[src/rtl/ec413_ctrl_pkg.sv]
// Shared definitions for the EC413 multicycle control unit: opcodes, FSM state
// codes, datapath select codes and the decoded opcode-class bundle.
package ec413_ctrl_pkg;

    localparam logic [5:0] OP_NOP = 6'b000000;
    localparam logic [5:0] OP_J   = 6'b000001;
    localparam logic [5:0] OP_BEQ = 6'b100000;
    localparam logic [5:0] OP_BNE = 6'b100001;
    localparam logic [5:0] OP_BLT = 6'b100010;
    localparam logic [5:0] OP_BLE = 6'b100011;
    localparam logic [5:0] OP_LI  = 6'b111001;
    localparam logic [5:0] OP_LUI = 6'b111010;
    localparam logic [5:0] OP_LWI = 6'b111011;
    localparam logic [5:0] OP_SWI = 6'b111100;
    localparam logic [5:0] OP_LW  = 6'b111101;
    localparam logic [5:0] OP_SW  = 6'b111110;

    typedef enum logic [2:0] {
        ST_FETCH  = 3'd0,
        ST_DECODE = 3'd1,
        ST_EXEC   = 3'd2,
        ST_MEM    = 3'd3,
        ST_WB     = 3'd4
    } state_t;

    typedef enum logic [1:0] {
        PC_SRC_INC    = 2'd0,
        PC_SRC_BRANCH = 2'd1,
        PC_SRC_JUMP   = 2'd2
    } pc_src_t;

    typedef enum logic [1:0] {
        WB_ALU = 2'd0,
        WB_MEM = 2'd1,
        WB_LI  = 2'd2,
        WB_LUI = 2'd3
    } wb_sel_t;

    typedef enum logic [2:0] {
        ALU_MOV = 3'b000,
        ALU_NOT = 3'b001,
        ALU_ADD = 3'b010,
        ALU_SUB = 3'b011,
        ALU_OR  = 3'b100,
        ALU_AND = 3'b101,
        ALU_XOR = 3'b110,
        ALU_SLT = 3'b111
    } alu_op_t;

    typedef struct packed {
        logic is_alu;
        logic is_imm;
        logic is_branch;
        logic is_jump;
        logic is_load;
        logic is_store;
        logic is_li;
        logic is_lui;
        logic is_illegal;
        logic zext;
    } op_class_t;

    // Branch condition is selected by the low two opcode bits (BEQ, BNE, BLT, BLE).
    function automatic logic branch_taken(input logic [1:0] cond, input logic zero,
                                          input logic lt);
        case (cond)
            2'b00:   return zero;
            2'b01:   return !zero;
            2'b10:   return lt;
            default: return lt | zero;
        endcase
    endfunction

endpackage

[src/rtl/ctrl_op_class.sv]
// Combinational opcode classifier for the EC413 control FSM.
module ctrl_op_class
    import ec413_ctrl_pkg::*;
(
    input  logic [5:0] i_opcode,
    output op_class_t  o_class
);

    // NOTE: every field gets a default before the case so no latch is inferred.
    always_comb begin
        o_class = '0;
        casez (i_opcode)
            OP_NOP:    o_class = '0;
            OP_J:      o_class.is_jump = 1'b1;
            6'b010???: o_class.is_alu = 1'b1;
            6'b110???: begin
                o_class.is_alu = 1'b1;
                o_class.is_imm = 1'b1;
                // Only the arithmetic immediates take a signed operand.
                o_class.zext   = (i_opcode[2:0] != ALU_ADD) && (i_opcode[2:0] != ALU_SUB)
                              && (i_opcode[2:0] != ALU_SLT);
            end
            6'b1000??: o_class.is_branch = 1'b1;
            OP_LI:     o_class.is_li = 1'b1;
            OP_LUI:    o_class.is_lui = 1'b1;
            OP_LWI:    o_class.is_load = 1'b1;
            OP_LW:     o_class.is_load = 1'b1;
            OP_SWI:    o_class.is_store = 1'b1;
            OP_SW:     o_class.is_store = 1'b1;
            default:   o_class.is_illegal = 1'b1;
        endcase
    end

endmodule

[src/rtl/multicycle_ctrl.sv]
// Main control FSM of the EC413 multicycle CPU (FETCH/DECODE/EXEC/MEM/WB).
// Optional MULTICYCLE_CTRL_PERF_EN adds cycle and retired-instruction counters.
module multicycle_ctrl
    import ec413_ctrl_pkg::*;
#(
    parameter int WAIT_LIMIT = 16,
    parameter int PC_W       = 32
) (
    input  logic        clk,
    input  logic        reset,
    input  logic [5:0]  opcode,
    input  logic        zero,
    input  logic        lt,
    input  logic        mem_ready,
    output logic        pc_write,
    output logic [1:0]  pc_src,
    output logic        ir_write,
    output logic        reg_write,
    output logic [1:0]  wb_sel,
    output logic        alu_src_b,
    output logic        imm_sext,
    output logic [2:0]  alu_op,
    output logic        mem_read,
    output logic        mem_write,
    output logic        mem_addr_sel,
    output logic        instr_done,
    output logic        illegal,
    output logic        mem_err,
    output logic [2:0]  state,
    output logic [31:0] cycle_count,
    output logic [31:0] instr_count
);

    localparam int CNT_W = (WAIT_LIMIT > 1) ? $clog2(WAIT_LIMIT + 1) : 1;

    if (PC_W < 26) begin : g_pc_w_chk
        $error("PC_W must be wide enough for a 26-bit jump target");
    end

    state_t           r_state;
    state_t           w_state_nxt;
    logic [CNT_W-1:0] r_wait_cnt;
    logic [CNT_W-1:0] w_wait_inc;
    logic             r_mem_err;
    logic             w_timeout;
    logic             w_rs_addr;
    op_class_t        w_cls;

    ctrl_op_class u_op_class (
        .i_opcode (opcode),
        .o_class  (w_cls)
    );

    assign w_rs_addr  = (opcode == OP_LW) || (opcode == OP_SW);
    assign w_wait_inc = r_wait_cnt + CNT_W'(1);
    assign w_timeout  = (WAIT_LIMIT != 0) && (r_state == ST_MEM) && !mem_ready
                     && (w_wait_inc == CNT_W'(WAIT_LIMIT));

    // Branch and memory cycles react to zero/lt/mem_ready within the same cycle,
    // so the strobes are decoded from state rather than registered.
    always_comb begin
        w_state_nxt  = r_state;
        pc_write     = 1'b0;
        pc_src       = PC_SRC_INC;
        ir_write     = 1'b0;
        reg_write    = 1'b0;
        wb_sel       = WB_ALU;
        alu_src_b    = 1'b0;
        imm_sext     = 1'b0;
        alu_op       = ALU_MOV;
        mem_read     = 1'b0;
        mem_write    = 1'b0;
        mem_addr_sel = 1'b0;
        instr_done   = 1'b0;
        illegal      = 1'b0;

        case (r_state)
            ST_FETCH: begin
                ir_write    = 1'b1;
                pc_write    = 1'b1;
                w_state_nxt = ST_DECODE;
            end
            ST_DECODE: begin
                if (w_cls.is_illegal || opcode == OP_NOP) begin
                    instr_done  = 1'b1;
                    illegal     = w_cls.is_illegal;
                    w_state_nxt = ST_FETCH;
                end else if (w_cls.is_li || w_cls.is_lui) begin
                    w_state_nxt = ST_WB;
                end else begin
                    w_state_nxt = ST_EXEC;
                end
            end
            ST_EXEC: begin
                w_state_nxt = ST_FETCH;
                if (w_cls.is_alu) begin
                    alu_op      = opcode[2:0];
                    alu_src_b   = opcode[5];
                    imm_sext    = w_cls.is_imm && !w_cls.zext;
                    w_state_nxt = ST_WB;
                end else if (w_cls.is_branch) begin
                    alu_op     = ALU_SUB;
                    pc_src     = PC_SRC_BRANCH;
                    pc_write   = branch_taken(opcode[1:0], zero, lt);
                    instr_done = 1'b1;
                end else if (w_cls.is_jump) begin
                    pc_src     = PC_SRC_JUMP;
                    pc_write   = 1'b1;
                    instr_done = 1'b1;
                end else if (w_cls.is_load || w_cls.is_store) begin
                    if (w_rs_addr) begin
                        alu_op    = ALU_ADD;
                        alu_src_b = 1'b1;
                        imm_sext  = 1'b1;
                    end
                    w_state_nxt = ST_MEM;
                end
            end
            ST_MEM: begin
                mem_read     = w_cls.is_load;
                mem_write    = w_cls.is_store;
                mem_addr_sel = w_rs_addr;
                if (mem_ready) begin
                    instr_done  = w_cls.is_store;
                    w_state_nxt = w_cls.is_load ? ST_WB : ST_FETCH;
                end else if (w_timeout) begin
                    instr_done  = 1'b1;
                    w_state_nxt = ST_FETCH;
                end
            end
            ST_WB: begin
                reg_write   = 1'b1;
                wb_sel      = w_cls.is_load ? WB_MEM :
                              w_cls.is_li   ? WB_LI  :
                              w_cls.is_lui  ? WB_LUI : WB_ALU;
                instr_done  = 1'b1;
                w_state_nxt = ST_FETCH;
            end
            default: w_state_nxt = ST_FETCH;
        endcase

        // Reset silences every strobe immediately, even mid-instruction.
        if (reset) begin
            pc_write     = 1'b0;
            pc_src       = PC_SRC_INC;
            ir_write     = 1'b0;
            reg_write    = 1'b0;
            wb_sel       = WB_ALU;
            alu_src_b    = 1'b0;
            imm_sext     = 1'b0;
            alu_op       = ALU_MOV;
            mem_read     = 1'b0;
            mem_write    = 1'b0;
            mem_addr_sel = 1'b0;
            instr_done   = 1'b0;
            illegal      = 1'b0;
        end
    end

    // NOTE: sequential state uses non-blocking assignments so every flop samples pre-edge values.
    always_ff @(posedge clk or posedge reset) begin
        if (reset) begin
            r_state    <= ST_FETCH;
            r_wait_cnt <= '0;
            r_mem_err  <= 1'b0;
        end else begin
            r_state    <= w_state_nxt;
            r_wait_cnt <= (r_state == ST_MEM && w_state_nxt == ST_MEM) ? w_wait_inc : '0;
            if (w_timeout) begin
                r_mem_err <= 1'b1;
            end
        end
    end

    assign state   = r_state;
    assign mem_err = r_mem_err;

`ifdef MULTICYCLE_CTRL_PERF_EN
    logic [31:0] r_cycle_cnt;
    logic [31:0] r_instr_cnt;

    always_ff @(posedge clk or posedge reset) begin
        if (reset) begin
            r_cycle_cnt <= '0;
            r_instr_cnt <= '0;
        end else begin
            r_cycle_cnt <= r_cycle_cnt + 32'd1;
            if (instr_done) begin
                r_instr_cnt <= r_instr_cnt + 32'd1;
            end
        end
    end

    assign cycle_count = r_cycle_cnt;
    assign instr_count = r_instr_cnt;
`else
    assign cycle_count = '0;
    assign instr_count = '0;
`endif

endmodule

[config.mk]
export PLATFORM = sky130hd
export DESIGN_NAME = multicycle_ctrl
export DESIGN_NICKNAME = d
export VERILOG_FILES = /design/src/rtl/ec413_ctrl_pkg.sv /design/src/rtl/ctrl_op_class.sv /design/src/rtl/multicycle_ctrl.sv
export SDC_FILE = /design/constraint.sdc
export NUM_CORES = 1
export LEC_CHECK = 0
export BUFFER_PORTS_ARGS = -buffer_cell sky130_fd_sc_hd__buf_2
export CORE_MARGIN = 2
export CORE_UTILIZATION = 43
export DETAILED_ROUTE_END_ITERATION = 7
export PLACE_DENSITY = 0.87
export SLEW_MARGIN = 0
export SYNTH_ARGS = -nofsm -noshare
export SYNTH_HDL_FRONTEND = slang
export SYNTH_SLANG_ARGS = --single-unit
[constraint.sdc]
create_clock -name clk -period 2.4 [get_ports clk]
set_clock_uncertainty 0.1 [all_clocks]
set_input_delay 0.48 -clock clk [delete_from_list [all_inputs] [get_ports clk]]
set_output_delay 0.48 -clock clk [all_outputs]
set_load 0.05 [all_outputs]
==> run_results.csv <==
group,metric,value,unit
power,combPwrFrac,71.1,%
power,ir_drop,0.2212,mV
sta,maxSlewViolCount,0,
floorplanning,rows,21,
sta,fin_ws,-0.1420,ns
global_routing,grt_pass1_vias,1154,
run_status,violations,"negative setup slack",
worst_setup_path,cp-end-kind,"output port",
logic_synthesis,synth_edf_count,0,
global_routing,grt_start_max_net_pins,14,
logic_synthesis,synth_top_cell_area_share,32.24,%
logic_synthesis,synth_area_leaders,"buf_4 (32%), dfrtp_1 (15%), a21oi_1 (3.4%)",
placement,place.gp.congestion,0.8755,
logic_synthesis,synth_cells,196,
logic_synthesis,synth_area_leader_cell,"buf_4",
floorplanning,dieArea,0.003953,mm2
logic_synthesis,synth_ff_type,"dfrtp_1",
sta,setup_viol,2,
clock_tree,worstSkewPairLatency,0.27,ns
placement,dpl-instance-area,0.001703,mm2
power,p_total,1.117,mW
worst_setup_path,crit_type,"register to output port",
global_routing,grtUsageTotal,16.39,%
placement,io_buffer_count,31,
global_routing,grt_overflow,0,
logic_synthesis,synth-seq-area-share,15.11,%
clock_tree,cts_made_buffers,3,
detailed_routing,via_per_inst,4.575,
floorplanning,die_x,62.87,um
sta,timing.slew.headroom,56.40,%
logic_synthesis,synth_seq_cells,9,
worst_setup_path,r2r_slack,0.46,ns
logic_synthesis,async_reset_ff_share,100.0,%
worst_setup_path,cpPeakStageDelay,0.46,ns
worst_setup_path,crit_family,"simple AND/OR/NAND/NOR gates",
sta,worst_slew_pin_slew,0.6485,ns
cells_and_area,nets,260,
cells_and_area,diodes,0,
placement,dp_slack,-0.05239,ns
clock_tree,clk_pin_slew_worst_paths,0.06,ns
power,p_per_area,600.9,mW/mm2
cells_and_area,finalInstanceArea,0.001859,mm2
cells_and_area,finish.utilization,55.72,%
detailed_routing,dr_total_vias,1336,
power,p_sw_share,59.10,%
detailed_routing,drtIter0Drc,51,
floorplanning,start_util,44.66,%
placement,dpl.hpwl,2.663,mm
power,leakagePower,0.9268,nW
clock_tree,cts_root_buf,"clkbuf_4",
worst_setup_path,slowest_stage,"or4_4",
logic_synthesis,synth_area,0.001490,mm2
worst_setup_path,cp_num_buf_inv,2,
global_routing,grt_pass1_wl,5.313,mm
logic_synthesis,yosysWarnings,0,
cells_and_area,drive_gt1_share,37.80,%
global_routing,antenna_found_initial,0,
detailed_routing,firstDrtPassIters,4,
hold_path,hp-class,"primary input to async pin",
power,clkPwrFrac,10.6,%
clock_tree,cts_tree,"yes",
logic_synthesis,synthDistinctLibCells,47,
power,internal-power,0.4569,mW
detailed_routing,routedWlPerCell,11.35,um
worst_setup_path,crit_chain,"ha_2 > buf_4 > nand3_4 > xor2_2 > or4_4 > a41oi_4 > buf_6",
cells_and_area,synthToLayoutAreaGrowth,24.77,%
sta,max_freq,393.4,MHz
run_status,outcome,"complete, but fails checks",
floorplanning,ios,96,
clock_tree,clkSinkCount,9,
clock_tree,clock_path_buffers,2,
logic_synthesis,syn_area_per_cell,7.603,um2
job,cap_viol_max_count,0,
detailed_routing,routed_wl,3.315,mm
floorplanning,die_h,62.87,um
detailed_routing,ant_nets,0,
sta,period_needed,2.542,ns
sta,hold_viol,0,
power,power.switching,0.6602,mW
worst_setup_path,critical_path.max_fanout,3,
sta,fin_crit_sh,105.9,%
worst_setup_path,crit_arrival,1.96,ns
worst_setup_path,required,1.82,ns
sta,rsz0062_at_grt,"true",
clock_tree,htreeDepth,1,
power,p_seq_share,18.3,%
logic_synthesis,synth_common_cells,"buf_4 (64), nor2_1 (12), a21oi_1 (10), dfrtp_1 (9), nor3_1 (9)",
worst_setup_path,worstSetupStartpointType,"register",
detailed_routing,drc,0,
sta,fin_hold_ws,0.3067,ns
logic_synthesis,yosysMostFrequentCell,"buf_4",
floorplanning,core_area,0.003337,mm2
==> power groups by stage <==
stage / combinational (mW) / sequential (mW) / clock, mW
after floorplan: 0.646 / 0.255 / 0
after global placement: 0.747 / 0.204 / 0
after global routing: 0.831 / 0.206 / 0.140
after CTS: 0.782 / 0.203 / 0.121
after detailed placement: 0.757 / 0.205 / 0
final: 0.794 / 0.204 / 0.119
==> metrics by stage <==
step             TNS, ns  cells
3_5_place_dp    -0.05654    285
2_1_floorplan    -0.3428    259
4_1_cts          -0.2090    292
6_report         -0.1716    292
3_3_place_gp   -0.007627    285
5_1_grt          -0.4918    292
==> kinds of logic after synthesis <==
family	after synthesis	synth area share [%]
AOI/OAI and AO/OA	29	14.19
xor gates and xnor gates	7	4.114
adders and majority gates	2	1.679
buffers and inverters	82	37.53
DFF	9	15.11
muxes	3	2.015
other	1	0.2516
and+or+nand+nor	63	25.11
==> placed cells by master, fill, tap and decap left out, types with 3 or more instances in the layout <==
cell type and count:
nand2_1 8, inv_1 6, conb_1 64, buf_2 20, buf_6 7, dfrtp_1 6, nor3_2 4, and3_1 3
nor2b_1 3, nand2b_1 3, a21oi_1 6, clkbuf_4 6, dfrtp_2 3, o21ai_0 3, xnor2_1 4, nor2_1 11
buf_4 28, a21oi_2 4, nor3_1 3, nor3_4 3, nand3_1 6, mux2i_1 3, nand3b_1 4
==> path summary, 6_finish.rpt <==
kind | startpoint | end | cells after the start
setup / recovery | r_wait_cnt[1]$_DFF_PP0_ | instr_done | 7
hold / removal | reset | r_wait_cnt[1]$_DFF_PP0_ | 3
setup reg to reg | r_wait_cnt[1]$_DFF_PP0_ | state[1]$_DFF_PP0_ | 6
hold reg to reg | mem_err$_DFFE_PP0P_ | mem_err$_DFFE_PP0P_ | 1
max in group asynchronous | reset | state[1]$_DFF_PP0_ | 3
min in group clk | mem_err$_DFFE_PP0P_ | mem_err$_DFFE_PP0P_ | 1
==> final cells by class <==
type / instances / area, um2
Fill cell: 320 / 1478
Multi-Input combinational cell: 168 / 1092
Sequential cell: 9 / 229.0
Tap cell: 46 / 57.56
Timing Repair Buffer: 59 / 431.7
Inverter: 6 / 22.52
Clock buffer: 4 / 26.28
==> state kept, by name, indices dropped and copies added, names as in the netlist <==
signal and count:
state 3, mem_err 1, r_wait_cnt 5
==> metal layers <==
metal	wire length [um]	GRT usage (%)	part of all wire, %
met4	53	6.389	1.6
met1	1372	21.04	41
met5	0	0	0
met2	1647	27.53	50
met3	242	2.342	7.3
==> worst reg2reg max path: stages, from the launching register on <==
cell,delay (ns)
dfrtp_1,0.35
ha_2,0.20
buf_4,0.12
nand3_4,0.06
xor2_2,0.17
o31ai_1,0.55
o311ai_1,0.21
==> timing repair <==
action / 4_1_cts / 5_1_grt
gates resized for setup: 18 / 10
pin swaps: 5 / 1
endpoints found under the setup margin: 7 / 11
hold buffers: 0 / 0
setup buffers: 3 / 0
No activity file was read; power rests on OpenSTA's default activity.
